## config.mk

```make
export PLATFORM = sky130hd
export DESIGN_NAME = combo_entry
export DESIGN_NICKNAME = d
export VERILOG_FILES = /design/src/rtl/combo_entry.sv
export SDC_FILE = /design/constraint.sdc
export NUM_CORES = 1
export LEC_CHECK = 0
export CAP_MARGIN = 30
export CORE_MARGIN = 1
export CORE_UTILIZATION = 30
export DETAILED_ROUTE_END_ITERATION = 16
export PLACE_DENSITY = 0.61
export SETUP_SLACK_MARGIN = 0.05
export SLEW_MARGIN = 10
export SYNTH_ARGS = -nofsm -noshare
export SYNTH_HDL_FRONTEND = slang
export SYNTH_SLANG_ARGS = --single-unit
```

## constraint.sdc

```tcl
create_clock -name clk -period 2 [get_ports clk]
set_input_delay 0.4 -clock clk [delete_from_list [all_inputs] [get_ports clk]]
set_output_delay 0.4 -clock clk [all_outputs]
set_load 0.05 [all_outputs]
```

## src/rtl/combo_entry.sv

```systemverilog
// ---------------------------------------------------------------------------
// combo_entry
//
// Code-entry front end for the combination lock. A raw active-low push-button
// is synchronised and debounced. Every accepted press captures the decimal
// digit presented on the switches. Once DIGITS digits have been collected,
// the assembled code is offered to the lock comparator over a valid/ready
// handshake.
//
// Parameters
//   DIGITS          digits per code (>= 2)
//   DIGIT_W         bits per digit
//   DEBOUNCE_CYCLES stable cycles before a new key level is accepted (>= 2)
//   TIMEOUT_CYCLES  idle cycles before a partial entry is abandoned
//
// Ports
//   clk          system clock, rising edge
//   rst          synchronous active-high reset
//   sw           digit value, sampled on an accepted press
//   key_n        raw asynchronous push-button, active-low
//   clr          synchronous abort of a partial entry
//   code         assembled code, first digit in the most significant digit
//   code_valid   code complete and offered
//   code_ready   consumer takes the code this cycle
//   digit_count  digits captured so far
//   entry_err    one-cycle pulse, press rejected because sw > 9
//   timed_out    one-cycle pulse, partial entry abandoned
//
// Build option
//   COMBO_ENTRY_TIMEOUT_EN  when defined, a partial entry that sees neither a
//                           digit nor clr for TIMEOUT_CYCLES is abandoned.
//                           When undefined, timed_out is tied low and partial
//                           entries persist.
// ---------------------------------------------------------------------------
module combo_entry #(
  parameter int DIGITS          = 4,
  parameter int DIGIT_W         = 4,
  parameter int DEBOUNCE_CYCLES = 500000,
  parameter int TIMEOUT_CYCLES  = 250000000
) (
  input  logic                          clk,
  input  logic                          rst,
  input  logic [DIGIT_W-1:0]            sw,
  input  logic                          key_n,
  input  logic                          clr,
  output logic [DIGITS*DIGIT_W-1:0]     code,
  output logic                          code_valid,
  input  logic                          code_ready,
  output logic [$clog2(DIGITS+1)-1:0]   digit_count,
  output logic                          entry_err,
  output logic                          timed_out
);

  localparam int CODE_W = DIGITS * DIGIT_W;
  localparam int CNT_W  = $clog2(DIGITS + 1);
  localparam int DB_W   = $clog2(DEBOUNCE_CYCLES);

  localparam logic [DB_W-1:0]    DB_LAST    = DB_W'(DEBOUNCE_CYCLES - 1);
  localparam logic [CNT_W-1:0]   LAST_SLOT  = CNT_W'(DIGITS - 1);
  localparam logic [DIGIT_W-1:0] MAX_DIGIT  = DIGIT_W'(9);

  typedef enum logic [1:0] {
    IDLE,
    ENTER,
    SUBMIT
  } state_t;

  state_t              r_state;
  state_t              w_state_next;

  logic                r_sync1;
  logic                r_sync2;
  logic                r_db_level;
  logic [DB_W-1:0]     r_db_cnt;
  logic                r_armed;
  logic                r_press;

  logic [CODE_W-1:0]   r_code;
  logic [CNT_W-1:0]    r_count;
  logic                r_err;
  logic                r_to;

  logic                w_fall;
  logic                w_active;
  logic                w_digit_ok;
  logic                w_clear;
  logic                w_capture;
  logic                w_reject;
  logic                w_handshake;
  logic                w_last_digit;
  logic                w_timeout_hit;

  // Two-flop synchronizer. It is deliberately left out of reset so that a
  // key held down through reset is still seen as pressed afterwards, which
  // lets the arming logic below suppress that stale press.
  always_ff @(posedge clk) begin
    r_sync1 <= key_n;
    r_sync2 <= r_sync1;
  end

  // Debouncer: the accepted level follows the synchronized key only after
  // the two have disagreed for DEBOUNCE_CYCLES consecutive cycles. Any
  // agreement restarts the count.
  always_ff @(posedge clk) begin
    if (rst) begin
      r_db_level <= 1'b1;
      r_db_cnt   <= '0;
    end else if (r_sync2 != r_db_level) begin
      if (r_db_cnt == DB_LAST) begin
        r_db_level <= r_sync2;
        r_db_cnt   <= '0;
      end else begin
        r_db_cnt <= r_db_cnt + 1'b1;
      end
    end else begin
      r_db_cnt <= '0;
    end
  end

  // The debounced level is about to go 1 -> 0 on this edge.
  assign w_fall = !r_sync2 && r_db_level && (r_db_cnt == DB_LAST);

  // A press only counts once the key has been seen released since reset.
  // The press pulse is registered, so a digit lands one cycle after the
  // debounced level falls.
  always_ff @(posedge clk) begin
    if (rst) begin
      r_armed <= 1'b0;
      r_press <= 1'b0;
    end else begin
      if (r_sync2 && r_db_level) begin
        r_armed <= 1'b1;
      end
      r_press <= w_fall && r_armed;
    end
  end

  // State register for the entry FSM.
  always_ff @(posedge clk) begin
    if (rst) begin
      r_state <= IDLE;
    end else begin
      r_state <= w_state_next;
    end
  end

  // Output and strobe decode. clr takes priority over a same-cycle press.
  // While the code is offered, presses and clr are ignored entirely.
  always_comb begin
    w_active     = (r_state != SUBMIT);
    w_digit_ok   = (sw <= MAX_DIGIT);
    w_clear      = w_active && clr;
    w_capture    = w_active && !clr && r_press && w_digit_ok;
    w_reject     = w_active && !clr && r_press && !w_digit_ok;
    w_handshake  = (r_state == SUBMIT) && code_ready;
    w_last_digit = (r_count == LAST_SLOT);
    code_valid   = (r_state == SUBMIT);
  end

  // Next-state logic. Filling the last slot moves straight to SUBMIT, so
  // code_valid rises on the same edge that writes the final digit.
  always_comb begin
    w_state_next = r_state;
    case (r_state)
      IDLE, ENTER: begin
        if (w_clear) begin
          w_state_next = IDLE;
        end else if (w_capture) begin
          w_state_next = w_last_digit ? SUBMIT : ENTER;
        end else if (w_timeout_hit) begin
          w_state_next = IDLE;
        end
      end
      SUBMIT: begin
        if (code_ready) begin
          w_state_next = IDLE;
        end
      end
      default: begin
        w_state_next = IDLE;
      end
    endcase
  end

  // Code and digit-count datapath plus the registered one-cycle pulses.
  // New digits shift in at the bottom, so the first digit entered ends up
  // in the most significant position of a complete code.
  always_ff @(posedge clk) begin
    if (rst) begin
      r_code  <= '0;
      r_count <= '0;
      r_err   <= 1'b0;
      r_to    <= 1'b0;
    end else begin
      r_err <= w_reject;
      r_to  <= w_timeout_hit;
      if (w_clear || w_handshake || w_timeout_hit) begin
        r_code  <= '0;
        r_count <= '0;
      end else if (w_capture) begin
        r_code  <= {r_code[CODE_W-DIGIT_W-1:0], sw};
        r_count <= r_count + 1'b1;
      end
    end
  end

`ifdef COMBO_ENTRY_TIMEOUT_EN
  localparam int                TO_W    = $clog2(TIMEOUT_CYCLES);
  localparam logic [TO_W-1:0]   TO_LAST = TO_W'(TIMEOUT_CYCLES - 1);

  logic [TO_W-1:0] r_to_cnt;

  // Inactivity timer: runs only in ENTER and restarts on every accepted
  // digit. A rejected press does not count as activity. clr on the expiry
  // cycle wins, and so does a digit arriving on that cycle.
  assign w_timeout_hit = (r_state == ENTER) && !clr && !w_capture &&
                         (r_to_cnt == TO_LAST);

  always_ff @(posedge clk) begin
    if (rst) begin
      r_to_cnt <= '0;
    end else if ((r_state != ENTER) || clr || w_capture || w_timeout_hit) begin
      r_to_cnt <= '0;
    end else begin
      r_to_cnt <= r_to_cnt + 1'b1;
    end
  end
`else
  // No inactivity timer in this build. A non-positive timeout is
  // meaningless, so this comparison is always false.
  assign w_timeout_hit = (TIMEOUT_CYCLES < 0);
`endif

  assign code        = r_code;
  assign digit_count = r_count;
  assign entry_err   = r_err;
  assign timed_out   = r_to;

endmodule

```

# == Word level (Yosys, flattened, before mapping) ==
# Index checks and enable logic that the tools add are counted.
# op_classes
n_addsub,2
magnitude_cmp,1
n_eq_ne,8
muxes,5
n_bitwise,1
reduce_logical,20
# op_table
op,count
$add A19 B1 Y19 const B,1
$eq A19 B19 Y1 const B,1
$logic_and A1 B1 Y1,10
$mux W2,4
$le A4 B4 Y1 const B,1
$pmux W2 S2,1
$reduce_and A2 Y1,2
$reduce_or A2 Y1,2
$add A3 B1 Y3 const B,1
$eq A3 B2 Y1 const B,1
$logic_not A1 Y1,3
$ne A3 B3 Y1 const B,1
$reduce_or A3 Y1,1
$eq A2 B1 Y1 const B,1
$eq A2 B2 Y1 const B,1
$logic_not A2 Y1,1
$ne A2 B1 Y1 const B,1
$ne A2 B2 Y1 const B,1
$logic_or A1 B1 Y1,1
$ne A1 B1 Y1,1
$not A1 Y1,1
# totals
reg_bits,46
input_bits,9
output_inout_bits,22
word_cells,47

# == Longest topological paths before layout ==
# Gate-level depths: netlist of the first run.
# logic_depth
word_depth,7
depth_mapped,6
depth_no_buf,5

# == Worst setup path after synthesis of the first run ==
# Ideal clock, no wire load.
# synth_timing
kind,register to register
startpoint,register r_db_cnt[0]
endpoint,register r_db_cnt[18]
setup_ns,0.134
arrival_time_ns,1.570
required_time_ns,1.866
setup_slack_ns,0.296
stages_incl_launch_ff,6
path_buffers,0
period_less_slack_ns,1.704
path_cell_list,dfxtp_1 -> ha_1 -> nand4_2 -> or4_4 -> o21ai_0 -> a21oi_1
# synth_between
elab_chain_cells,2
word_cells_on_any_way,3
classes_between,1 x add/sub; 1 x eq/ne; 1 x reduce/logical
# synth_lines
element,line,text
start: declaration,74,logic [DB_W-1:0] r_db_cnt;
start signal: assignment,113,r_db_cnt <= r_db_cnt + 1'b1;
"parallel branches: the longest is 2 deep, another holds $add A19 B1 Y19",n/a,
# Parallel ways; which one is timed is not known.
# A chain may end at the register's enable or synchronous reset.

# == Final worst setup path of the first run ==
# layout_timing
startpoint,register r_count[0] (netlist: digit_count[0])
endpoint,output port digit_count[0]
# layout_rtl
element,line,text
start: declaration,79,logic [CNT_W-1:0] r_count;
start signal: assignment,202,r_count <= r_count + 1'b1;
end: declaration,49,"output logic [$clog2(DIGITS+1)-1:0] digit_count,"
# No word-level cell between the ends.

==> results.md, run 1 <==
* Clk root buf: clkbuf_8
* Ys Warns at 0
* Post-Syn Nets at 234
* Clock Latency Late Sink at 300 ps
* Routability cong. at ~0.74
* Final nets at 271
* CTS Buffer Depth at 2
* Slowest stage cell, crit path: clkdlybuf4s50_1
* DPL Wire Length at roughly 2700 µm
* DRC viols at 0
* Sequential Area at around 920 µm²
* FMAX at 0.524 GHz
* Htree depth at 2
* Final-report max-slew violation count at 0
* Clock sinks at 46
* Rel. slew slack at ~50%
* Crit-path max FO at 3
* First-pass GRT wire length at 6220 µm
* CP Capture Type: primary output
* Peak VDD IR at around 0.26 mV
* Fill cells at approximately 630
* Final count of negative-setup-slack endpoints at 0
* Share of cells above drive strength 1 at 10.5%
* Initial antenna violation count at 0
* Area used by multi-input combinational logic at around 930 µm²
* Final wirelength at between 3000 and 4000 µm
* Met1 usage at 15.4%
* M3 GR Usage at roughly 3.0%
* Initial Util at 31.6%
* Iter 0 DRT Violations at 54
* 1st-pass router iterations at 4
* Pwr/cell area at 636 nW/µm²
* GR peak layer: met2
* CP Cell Sequence: clkdlybuf4s50_1
* Setup TNS at 0 ps
* Final setup skew at slightly below 8 ps
* GR Layer Usage met2 at between 15 and 20%
* Die height at ~82 µm
* Row cnt at 28
* Sequential area share after synthesis at approximately half
* Cells after synthesis at 220
* Hold Violations, Final at 0
* Avg WL per Cell at approximately 11 µm
* Total gr overflow at 0
* Post-synth cell types at 38
* Worst min-delay path class: flip-flop to flip-flop
* Max Cap Viol at 0
* Tmin final at roughly 1900 ps
* Core area at 6030 µm²
* Clock transition at the registers of the reported paths at 90 ps
* Routed vias at between 1500 and 2000
* Full die area at 6670 µm²
* Critical Path Source Type: flip-flop
* RSZ-0062 raised after global routing: false
* Worst Slack Setup Final at roughly 91 ps
* CTS buffer count at 5
* Static Leak at 0.818 nW
* Total GRT Usage at about an eighth
* Mapped cell area at between 1500 and 2000 µm²
* Number of synthesized register bits at 46
* CTS tree: yes
* Pwr Total at approximately 1.5 mW
* Synth Flop Type: dfxtp_1
* # diodes at 0
* Largest net degree at the start of global routing at 20
* I/O Pins at 31
* Crit path buf inv count at 1
* Crit path DAT at between 1500 and 2000 ps
* Vias in the first global route at about 1400
* Asr flop ratio synth at 0%
* Final antenna-violating net count at 0
* Commonest non-fill, non-tap cell in the layout: dfxtp_1
* Slew @ Worst Pin at 743 ps
* Vias per cell at approximately 4.7
* Dpl ws at around 59 ps
* Status: complete, no violations
* I/O Buffers at 29
* Chip Width at approximately 82 µm
* Synth-to-layout area growth at 26.9%
* Post-synth EDFFs at 0
* Worst endpoint required time at 1600 ps
* Largest stage delay, worst path at a little over 800 ps
* Syn avg cell area at about 8.7 µm²
* Period utilisation layout at between 90% and 100%
* Most frequent cells in the layout: dfxtp_1, nand2_1, nor2_1
* Postcts setup bufs at 0
* CP delay by family, top: buffers and inverters
* CP Class: flip-flop to primary output
## worst register-to-register path: cells and delay by family, from the launching register on
family | cells | cell delay, ps
flip-flops | 1 | 410
AO/OA/AOI/OAI | 2 | 240
adder cells (fa/ha/maj) | 1 | 300
AND/OR/NAND/NOR | 2 | 750
## final timing paths
check / start / depth (start not counted) / slack (ps) / end
max: digit_count[0] / 1 / 90 / digit_count[0]
min: r_sync1 / 0 / 330 / r_sync2
max reg2reg: r_db_cnt[0] / 5 / 170 / r_db_cnt[18]
min reg2reg: r_sync1 / 0 / 330 / r_sync2
## stage by stage
step                util, %  instances  hold slack, ps  cell area (µm²)
finish                 40.1        333             328             2420
global route           40.1        333             346             2420
CTS                    39.8        333             331             2400
detailed placement     38.4        325             312             2310
global placement       38.4        325             315             2310
floorplan                 -        220             310             1900
## where the power goes
part	switching [mW]	internal, mW	total, mW
Sequential	0.00377	0.920	0.924
Clock	0.318	0.246	0.564
Combinational	0.0285	0.0217	0.0502
## Yosys cell counts (2+ instances only)
cell type / count / area (µm²)
a21oi_1: 17 / 85.1
nand2b_1: 2 / 12.5
o21ai_2: 2 / 17.5
buf_2: 3 / 15.0
inv_1: 6 / 22.5
nand4_1: 6 / 37.5
nand3_1: 8 / 40.0
or3_1: 2 / 12.5
nand4_2: 2 / 25.0
clkbuf_1: 3 / 11.3
nor4_1: 4 / 25.0
dfxtp_1: 46 / 921
nor2_1: 30 / 113
a22oi_1: 2 / 15.0
and3_1: 3 / 18.8
xnor2_1: 8 / 70.1
o21ai_0: 3 / 15.0
nor3_1: 5 / 25.0
nand2_1: 36 / 135
ha_1: 5 / 62.6
xor2_1: 7 / 61.3
o31ai_1: 2 / 15.0
or4_1: 2 / 15.0
nor4b_1: 2 / 17.5
## cell families (layout without fill, tap and decap cells)
family                     count (synthesis)  in the layout  synth area share [%]
AOI/OAI and AO/OA                         30             30                  9.46
xor gates and xnor gates                  15             15                  6.90
adders and majority gates                  5              5                  3.29
buffers and inverters                     15             53                  3.81
DFF                                       46             46                  48.4
other                                      1              1                 0.197
and+or+nand+nor                          108            108                  28.0
## cell type report
| cell class | count | share of cell area (%) |
|---|---|---|
| multi-input cells | 159 | 38.4 |
| repair buffers | 39 | 15.0 |
| well taps | 75 | 3.88 |
| flip-flops and latches | 46 | 38.1 |
| inverters | 6 | 0.932 |
| clock buffers | 5 | 2.85 |
| clock inverters | 3 | 0.880 |
## timing repair
item                       CTS  global route
setup endpoints to repair    0            19
hold buffers                 0             0
gates resized for setup      0             2
## per-layer routing
metal / wire (µm) / up-vias
li1: - / 824
met1: 1840 / 700
met2: 1650 / 39
met3: 206 / 5
met4: 44 / 0
met5: 0 / -
## registers in the layout (all words and copies together) (netlist names)
register     cells
r_sync1          1
digit_count      3
entry_err        1
r_sync2          1
r_press          1
r_armed          1
r_state          2
code            16
r_db_level       1
r_db_cnt        19
No activity file was read; power rests on OpenSTA's default activity.
==> run 2: changes to the inputs <==
--- a/config.mk
+++ b/config.mk
@@ -11,6 +11,7 @@
 export DETAILED_ROUTE_END_ITERATION = 16
 export PLACE_DENSITY = 0.61
 export SETUP_SLACK_MARGIN = 0.05
+export SKIP_LAST_GASP = 1
 export SLEW_MARGIN = 10
 export SYNTH_ARGS = -nofsm -noshare
 export SYNTH_HDL_FRONTEND = slang
==> results of run 2 <==
Same layout as run 1: the final DEF is identical, and so are final timing and power.
==> run 3: changes to the inputs <==
--- a/config.mk
+++ b/config.mk
@@ -8,6 +8,7 @@
 export CAP_MARGIN = 30
 export CORE_MARGIN = 1
 export CORE_UTILIZATION = 30
+export CTS_CLUSTER_SIZE = 10
 export DETAILED_ROUTE_END_ITERATION = 16
 export PLACE_DENSITY = 0.61
 export SETUP_SLACK_MARGIN = 0.05
==> results of run 3 <==
Same layout as run 1: the final DEF is identical, and so are final timing and power.
